`config.mk`:
```
export PLATFORM = sky130hd
export DESIGN_NAME = wavetable_voice_player
export DESIGN_NICKNAME = d
export VERILOG_FILES = /design/src/rtl/wavetable_voice_player_pkg.sv /design/src/rtl/wavetable_voice_player_lerp.sv /design/src/rtl/wavetable_voice_player.sv
export SDC_FILE = /design/constraint.sdc
export NUM_CORES = 1
export LEC_CHECK = 0
export CORE_ASPECT_RATIO = 1.1
export CORE_MARGIN = 2
export CORE_UTILIZATION = 60
export CTS_CLUSTER_SIZE = 24
export DETAILED_ROUTE_END_ITERATION = 10
export GPL_TIMING_DRIVEN = 0
export HOLD_SLACK_MARGIN = 0.06
export MAX_ROUTING_LAYER = met4
export PLACE_DENSITY = 0.77
export SLEW_MARGIN = 20
export SYNTH_ARGS = -nofsm -noshare
export SYNTH_HDL_FRONTEND = slang
export SYNTH_SLANG_ARGS = --single-unit
```
`constraint.sdc`:
```
create_clock -name mclk -period 19.1 [get_ports mclk]
set_clock_uncertainty 0.2 [all_clocks]
set_input_delay 1.91 -clock mclk [delete_from_list [all_inputs] [get_ports mclk]]
set_output_delay 1.91 -clock mclk [all_outputs]
set_load 0.05 [all_outputs]
```
`src/rtl/wavetable_voice_player_pkg.sv`:
```
// Shared types for the wavetable voice player: FSM states, play modes and sample type.
package player_pkg;

  typedef enum logic [2:0] {
    IDLE    = 3'd0,
    FETCH_A = 3'd1,
    FETCH_B = 3'd2,
    LERP    = 3'd3,
    OUT     = 3'd4
  } player_state_t;

  typedef enum logic {
    MODE_LOOP    = 1'b0,
    MODE_ONESHOT = 1'b1
  } play_mode_t;

  typedef logic signed [15:0] sample_t;

  localparam int DEFAULT_FRAC_BITS = 16;

endpackage

```
`src/rtl/wavetable_voice_player_lerp.sv`:
```
// Linear interpolation a + floor((b - a) * frac / 2^FRAC_BITS), registered when en is high.
module player_lerp
  import player_pkg::*;
#(
  parameter int DATA_W    = 16,
  parameter int FRAC_BITS = DEFAULT_FRAC_BITS
) (
  input  logic                     mclk,
  input  logic                     rst,
  input  logic                     en,
  input  logic signed [DATA_W-1:0] a,
  input  logic signed [DATA_W-1:0] b,
  input  logic [FRAC_BITS-1:0]     frac,
  output logic signed [DATA_W-1:0] result_q
);

  localparam int PW = DATA_W + FRAC_BITS + 2;

  logic signed [DATA_W:0]   diff_s;
  logic signed [PW-1:0]     diff_x_s;
  logic signed [PW-1:0]     frac_x_s;
  logic signed [PW-1:0]     prod_s;
  logic signed [PW-1:0]     sum_s;
  logic signed [DATA_W-1:0] result_d;

  // Interpolation datapath; the sum always lands between a and b, so plain truncation is safe
  always_comb begin
    diff_s   = {b[DATA_W-1], b} - {a[DATA_W-1], a};
    diff_x_s = PW'(diff_s);
    frac_x_s = PW'({1'b0, frac});
    prod_s   = diff_x_s * frac_x_s;
    sum_s    = PW'(a) + (prod_s >>> FRAC_BITS);
    if (en) begin
      result_d = DATA_W'(sum_s);
    end else begin
      result_d = result_q;
    end
  end

  // Result register
  always_ff @(posedge mclk or posedge rst) begin
    if (rst) begin
      result_q <= '0;
    end else begin
      result_q <= result_d;
    end
  end

endmodule

```
`src/rtl/wavetable_voice_player.sv`:
```
// Wavetable voice player: fractional phase accumulator, two-sample fetch, linear interpolation,
// loop / one-shot playback with trigger restart and per-note duration limit.
module wavetable_voice_player
  import player_pkg::*;
#(
  parameter int  CLIP_LEN  = 1024,
  parameter int  DATA_W    = 16,
  parameter int  FRAC_BITS = DEFAULT_FRAC_BITS,
  parameter int  INC_W     = 24,
  parameter int  DUR_W     = 16,
  localparam int AW        = $clog2(CLIP_LEN)
) (
  input  logic                     mclk,
  input  logic                     rst,
  input  logic                     sample_tick,
  input  logic                     trigger,
  input  logic                     mode,
  input  logic [INC_W-1:0]         phase_inc,
  input  logic [DUR_W-1:0]         duration,
  output logic [AW-1:0]            rd_addr,
  input  logic signed [DATA_W-1:0] rd_data,
  output logic signed [DATA_W-1:0] sample,
  output logic                     valid,
  output logic                     playing,
  output logic                     overrun
);

  localparam int PW = AW + FRAC_BITS;
  localparam int SW = ((INC_W > PW) ? INC_W : PW) + 1;

  player_state_t            state_q, state_d;
  play_mode_t               mode_q, mode_d, pend_mode_q, pend_mode_d, trig_mode_s;
  logic [PW-1:0]            phase_q, phase_d;
  logic [INC_W-1:0]         inc_q, inc_d;
  logic [DUR_W-1:0]         dur_cnt_q, dur_cnt_d, duration_q, duration_d;
  logic [DUR_W-1:0]         pend_dur_q, pend_dur_d, trig_dur_s, dur_next_s;
  logic                     trig_pend_q, trig_pend_d;
  logic                     playing_q, playing_d, valid_q, valid_d, overrun_q, overrun_d;
  logic [AW-1:0]            rd_addr_q, rd_addr_d, idx_s, nidx_s;
  logic [FRAC_BITS-1:0]     frac_s;
  logic signed [DATA_W-1:0] a_q, a_d, sample_q, sample_d, lerp_q;
  logic [SW-1:0]            sum_s;
  logic                     lerp_en_s, oneshot_end_s, dur_end_s;

  assign idx_s  = phase_q[PW-1:FRAC_BITS];
  assign frac_s = phase_q[FRAC_BITS-1:0];

  player_lerp #(
    .DATA_W    (DATA_W),
    .FRAC_BITS (FRAC_BITS)
  ) u_lerp (
    .mclk     (mclk),
    .rst      (rst),
    .en       (lerp_en_s),
    .a        (a_q),
    .b        (rd_data),
    .frac     (frac_s),
    .result_q (lerp_q)
  );

  // Next-state logic for the fetch/interpolate/output sequence and note bookkeeping
  always_comb begin
    state_d     = state_q;
    mode_d      = mode_q;
    pend_mode_d = pend_mode_q;
    phase_d     = phase_q;
    inc_d       = inc_q;
    dur_cnt_d   = dur_cnt_q;
    duration_d  = duration_q;
    pend_dur_d  = pend_dur_q;
    trig_pend_d = trig_pend_q;
    playing_d   = playing_q;
    rd_addr_d   = rd_addr_q;
    a_d         = a_q;
    sample_d    = sample_q;
    valid_d     = 1'b0;
    overrun_d   = sample_tick && (state_q != IDLE);
    lerp_en_s   = 1'b0;

    if ((mode_q == MODE_ONESHOT) && (idx_s == AW'(CLIP_LEN - 1))) begin
      nidx_s = idx_s;
    end else begin
      nidx_s = idx_s + AW'(1);
    end

    sum_s         = SW'(phase_q) + SW'(inc_q);
    dur_next_s    = dur_cnt_q + DUR_W'(1);
    oneshot_end_s = (mode_q == MODE_ONESHOT) && (sum_s[SW-1:PW] != '0);
    dur_end_s     = (duration_q != '0) && (dur_next_s == duration_q);
    trig_mode_s   = trigger ? play_mode_t'(mode) : pend_mode_q;
    trig_dur_s    = trigger ? duration : pend_dur_q;

    // A trigger outside IDLE is parked until the in-flight sample is emitted
    if (trigger && (state_q != IDLE)) begin
      trig_pend_d = 1'b1;
      pend_mode_d = play_mode_t'(mode);
      pend_dur_d  = duration;
    end else begin
      trig_pend_d = trig_pend_q;
    end

    case (state_q)
      IDLE: begin
        if (trigger) begin
          phase_d    = '0;
          dur_cnt_d  = '0;
          playing_d  = 1'b1;
          mode_d     = trig_mode_s;
          duration_d = trig_dur_s;
        end else begin
          playing_d = playing_q;
        end
        if (sample_tick) begin
          state_d   = FETCH_A;
          inc_d     = phase_inc;
          rd_addr_d = trigger ? '0 : idx_s;
        end else begin
          state_d = IDLE;
        end
      end
      FETCH_A: begin
        rd_addr_d = nidx_s;
        state_d   = FETCH_B;
      end
      FETCH_B: begin
        a_d     = rd_data;
        state_d = LERP;
      end
      LERP: begin
        lerp_en_s = 1'b1;
        state_d   = OUT;
      end
      OUT: begin
        sample_d    = playing_q ? lerp_q : '0;
        valid_d     = 1'b1;
        state_d     = IDLE;
        trig_pend_d = 1'b0;
        if (trigger || trig_pend_q) begin
          phase_d    = '0;
          dur_cnt_d  = '0;
          playing_d  = 1'b1;
          mode_d     = trig_mode_s;
          duration_d = trig_dur_s;
        end else if (playing_q) begin
          dur_cnt_d = dur_next_s;
          phase_d   = oneshot_end_s ? phase_q : sum_s[PW-1:0];
          playing_d = !(oneshot_end_s || dur_end_s);
        end else begin
          phase_d = phase_q;
        end
      end
      default: begin
        state_d = IDLE;
      end
    endcase
  end

  // State and output registers
  always_ff @(posedge mclk or posedge rst) begin
    if (rst) begin
      state_q     <= IDLE;
      mode_q      <= MODE_LOOP;
      pend_mode_q <= MODE_LOOP;
      phase_q     <= '0;
      inc_q       <= '0;
      dur_cnt_q   <= '0;
      duration_q  <= '0;
      pend_dur_q  <= '0;
      trig_pend_q <= 1'b0;
      playing_q   <= 1'b0;
      valid_q     <= 1'b0;
      overrun_q   <= 1'b0;
      rd_addr_q   <= '0;
      a_q         <= '0;
      sample_q    <= '0;
    end else begin
      state_q     <= state_d;
      mode_q      <= mode_d;
      pend_mode_q <= pend_mode_d;
      phase_q     <= phase_d;
      inc_q       <= inc_d;
      dur_cnt_q   <= dur_cnt_d;
      duration_q  <= duration_d;
      pend_dur_q  <= pend_dur_d;
      trig_pend_q <= trig_pend_d;
      playing_q   <= playing_d;
      valid_q     <= valid_d;
      overrun_q   <= overrun_d;
      rd_addr_q   <= rd_addr_d;
      a_q         <= a_d;
      sample_q    <= sample_d;
    end
  end

  assign rd_addr = rd_addr_q;
  assign sample  = sample_q;
  assign valid   = valid_q;
  assign playing = playing_q;
  assign overrun = overrun_q;

endmodule
```
==> metrics <==
predominant post-synthesis flop cell dfrtp_1; Async S/R FF share, synth 100%; first-pass GRT wire length 80700 microns; Final Max Slew Viols 0; CP startpoint kind input port; Vias/cell 5.73; Power, Total 0.00220 W; Max rail drop VDD 0.0741 mV; EDFF count, synth 0; fin crit period 13.01 ns; Max Fclk 76.9 MHz; Routability Congestion 0.970; WL final 49700 microns; Die H 193 microns; Worst Path Max Fanout 10; Fin Hold WS 0.266 ns; CTS H-tree lvls 4; CP endpoint kind flop; critical path required time 19.28 ns; switching pwr 0.00110 W; DIE WIDTH 176 microns; vias in the first global route 15961; worst reg2reg endpoint u_lerp.result_q[15]; Area Overhead vs Synth 10.5%; Antenna Nets Post-Route 0; hold path endpoint sample[2]; FF-to-FF setup slack 7.75 ns; Post-Syn Area 0.0195 sq mm; Max Buffers Root-to-Sink 2; share of cells above drive strength 1 5.37%; Critical Path Max Stage Delay 0.71 ns; Fin. Hold Viols 0; Vias 15034; per-cell routed wire length 18.9 microns; Cell Rows 69; RSZ-0062 raised after global routing false; HPWL Detailed 40700 microns; final setup violation count 0; clock root buffer clkbuf_16; largest net degree at the start of global routing 102; CTS tree yes; Port Buf Inserts 88; register area share after synthesis 21.2%; HP Class flop to flop; Net Sw Frac 49.9%; Clock Power Share 15.8%; Synth top area share 27.5%; total congestion overflow 0; core area 0.0321 sq mm; sequential power share 25.9%; drt initial violations 975; hold depth 2; post-synth net total 2547; placed cell areas 0.0209 sq mm; setup TNS 0 ns; Reg clk slew, reported paths 0.07 ns; Nets 2655; Post-Synthesis Cells 2078; final critical-path share of the clock period 68.1%; leakage power 10.7 nW; min-delay src sample[2]; max-cap viol count 0; crit path kind input port to flop; worst-margin pin slew 1.02 ns; Reg2Reg Launch Point a_q[0]; Synth area leaders fa_1 (28%), dfrtp_1 (21%), ha_1 (9.0%); PD cells 102 mW/mm^2; Global Route Usage Sum 31.7%; post-route cell area 0.0215 sq mm; largest area contributor in the netlist fa_1; CP most frequent cell fa_1; P_int 0.00110 W; total CTS buffers 17; clock sink count 165; initial core utilization 60.7%; yosys synthesis warning count 0; cells resized by post-CTS repair 0; Slew HR 31.7%; R2R depth 37; Yosys cell types 81; status completed; initial antenna violation count 1; Post-CTS Setup Bufs 0; crit path DAT 13.19 ns; Comb pwr share 58.2%; die area 0.0339 sq mm; I/O Pins 90; # hold bufs at CTS 0; synthesized flop and latch total 165; Slowest cell on crit path a211oi_1; clk_lat worst skew 0.46 ns; DRC 0; synthesized area per cell 9.37 sq um; drt pass-1 iters 6
-- final cells by class --
cell class,instances,area (sq um)
sequential,165,4130
tap,426,533
antenna,1,2.50
clock inverter,11,115
timing repair buffer,89,908
clock buffer,21,470
fill,2597,10600
inverter,365,1380
buffer,74,308
multi-input combinational,1474,13700
-- cells by family (layout without fill, tap and decap cells) --
kind of cell | after synthesis | count (layout) | synth area share, %
flip-flops | 165 | 165 | 21.2
multiplexers | 66 | 66 | 3.68
other | 0 | 1 | 0
adder cells (fa/ha/maj) | 408 | 408 | 36.5
buffers and inverters | 439 | 560 | 8.61
AND/OR/NAND/NOR | 579 | 579 | 14.5
AO/OA/AOI/OAI | 324 | 324 | 11.1
XOR/XNOR | 97 | 97 | 4.40
-- worst max-delay path by stage --
| stage | from | endpoint | slack [ns] |
|---|---|---|---|
| after floorplan | rd_data[1] | u_lerp.result_q[15] | 8.46 |
| after global placement | rd_data[0] | u_lerp.result_q[15] | 6.07 |
| after detailed placement | rd_data[0] | u_lerp.result_q[15] | 5.85 |
| after CTS | rd_data[0] | u_lerp.result_q[15] | 6.28 |
| after global routing | rd_data[0] | u_lerp.result_q[15] | 5.80 |
| final | rd_data[0] | u_lerp.result_q[15] | 6.09 |
-- cell usage after synthesis, types with 13 or more instances --
master and count:
a21boi_0 21, a21o_1 20, a21oi_1 78, a22o_1 22, and2_1 89, and3_1 14
clkbuf_1 59, dfrtp_1 165, fa_1 268, ha_1 140, inv_1 363, mux2_2 45
mux2i_1 21, nand2_1 240, nand2b_1 17, nand3_1 41, nand4_1 13, nor2_1 78
nor2b_1 26, nor3_1 14, o211ai_1 14, o21a_1 16, o21ai_0 84, xnor2_1 71
xor2_1 25
-- power groups by stage --
stage / clock network, W / logic [W] / registers (W)
final: 0.000347 / 0.00128 / 0.000570
after global routing: 0.000365 / 0.00139 / 0.000585
after CTS: 0.000350 / 0.00126 / 0.000570
after detailed placement: 0 / 0.00125 / 0.000575
after global placement: 0 / 0.00122 / 0.000570
after floorplan: 0 / 0.000787 / 0.000620
-- placed cells by master (no fill, tap or decap), types with 6 or more instances in the layout --
cell type,n
inv_1,362
fa_1,268
nand2_1,240
dfrtp_1,165
ha_1,140
and2_1,89
clkdlybuf4s50_1,88
o21ai_0,84
nor2_1,78
a21oi_1,78
xnor2_1,71
clkbuf_1,60
mux2_2,45
nand3_1,41
nor2b_1,26
xor2_1,25
a22o_1,22
mux2i_1,21
a21o_1,20
a21boi_0,20
nand2b_1,17
clkbuf_16,17
o21a_1,16
and3_1,14
nor3_1,14
o211ai_1,14
nand4_1,13
o31ai_1,9
or2_2,8
a211oi_1,8
or3_1,8
a31oi_1,8
buf_2,6
o21ai_1,6
buf_1,6
nor4_1,6
-- critical path, delay by kind of cell --
| family | cells | cell delay [ns] |
|---|---|---|
| compound gates | 12 | 3.10 |
| buf+inv | 6 | 1.26 |
| fa+ha+maj | 10 | 4.55 |
| simple gates | 8 | 1.18 |
| xor+xnor | 3 | 1.18 |
-- state kept, by name, summed over array words and instances (netlist names), 3 cells and up --
| signal | flops |
|---|---|
| rd_addr | 10 |
| state_q | 3 |
| inc_q | 24 |
| phase_q | 26 |
| dur_cnt_q | 16 |
| a_q | 16 |
| duration_q | 16 |
| pend_dur_q | 16 |
| u_lerp.result_q | 16 |
| sample | 16 |
-- through the flow --
step	utilization [%]	instances	setup slack [ns]
finish	67.0	2626	6.09
global placement	65.1	2592	6.07
global route	67.0	2626	5.80
CTS	67.0	2625	6.28
floorplan	-	2078	8.46
detailed placement	65.2	2593	5.85
-- routing by layer --
metal / up-vias / global-route usage, % / share of wire [%]
li1: 6861 / - / -
met1: 7496 / 38.6 / 40
met2: 542 / 53.1 / 50
met3: 135 / 4.76 / 6.1
met4: 0 / 13.5 / 4.3
met5: - / - / 0
No activity file was read; power rests on OpenSTA's default activity.
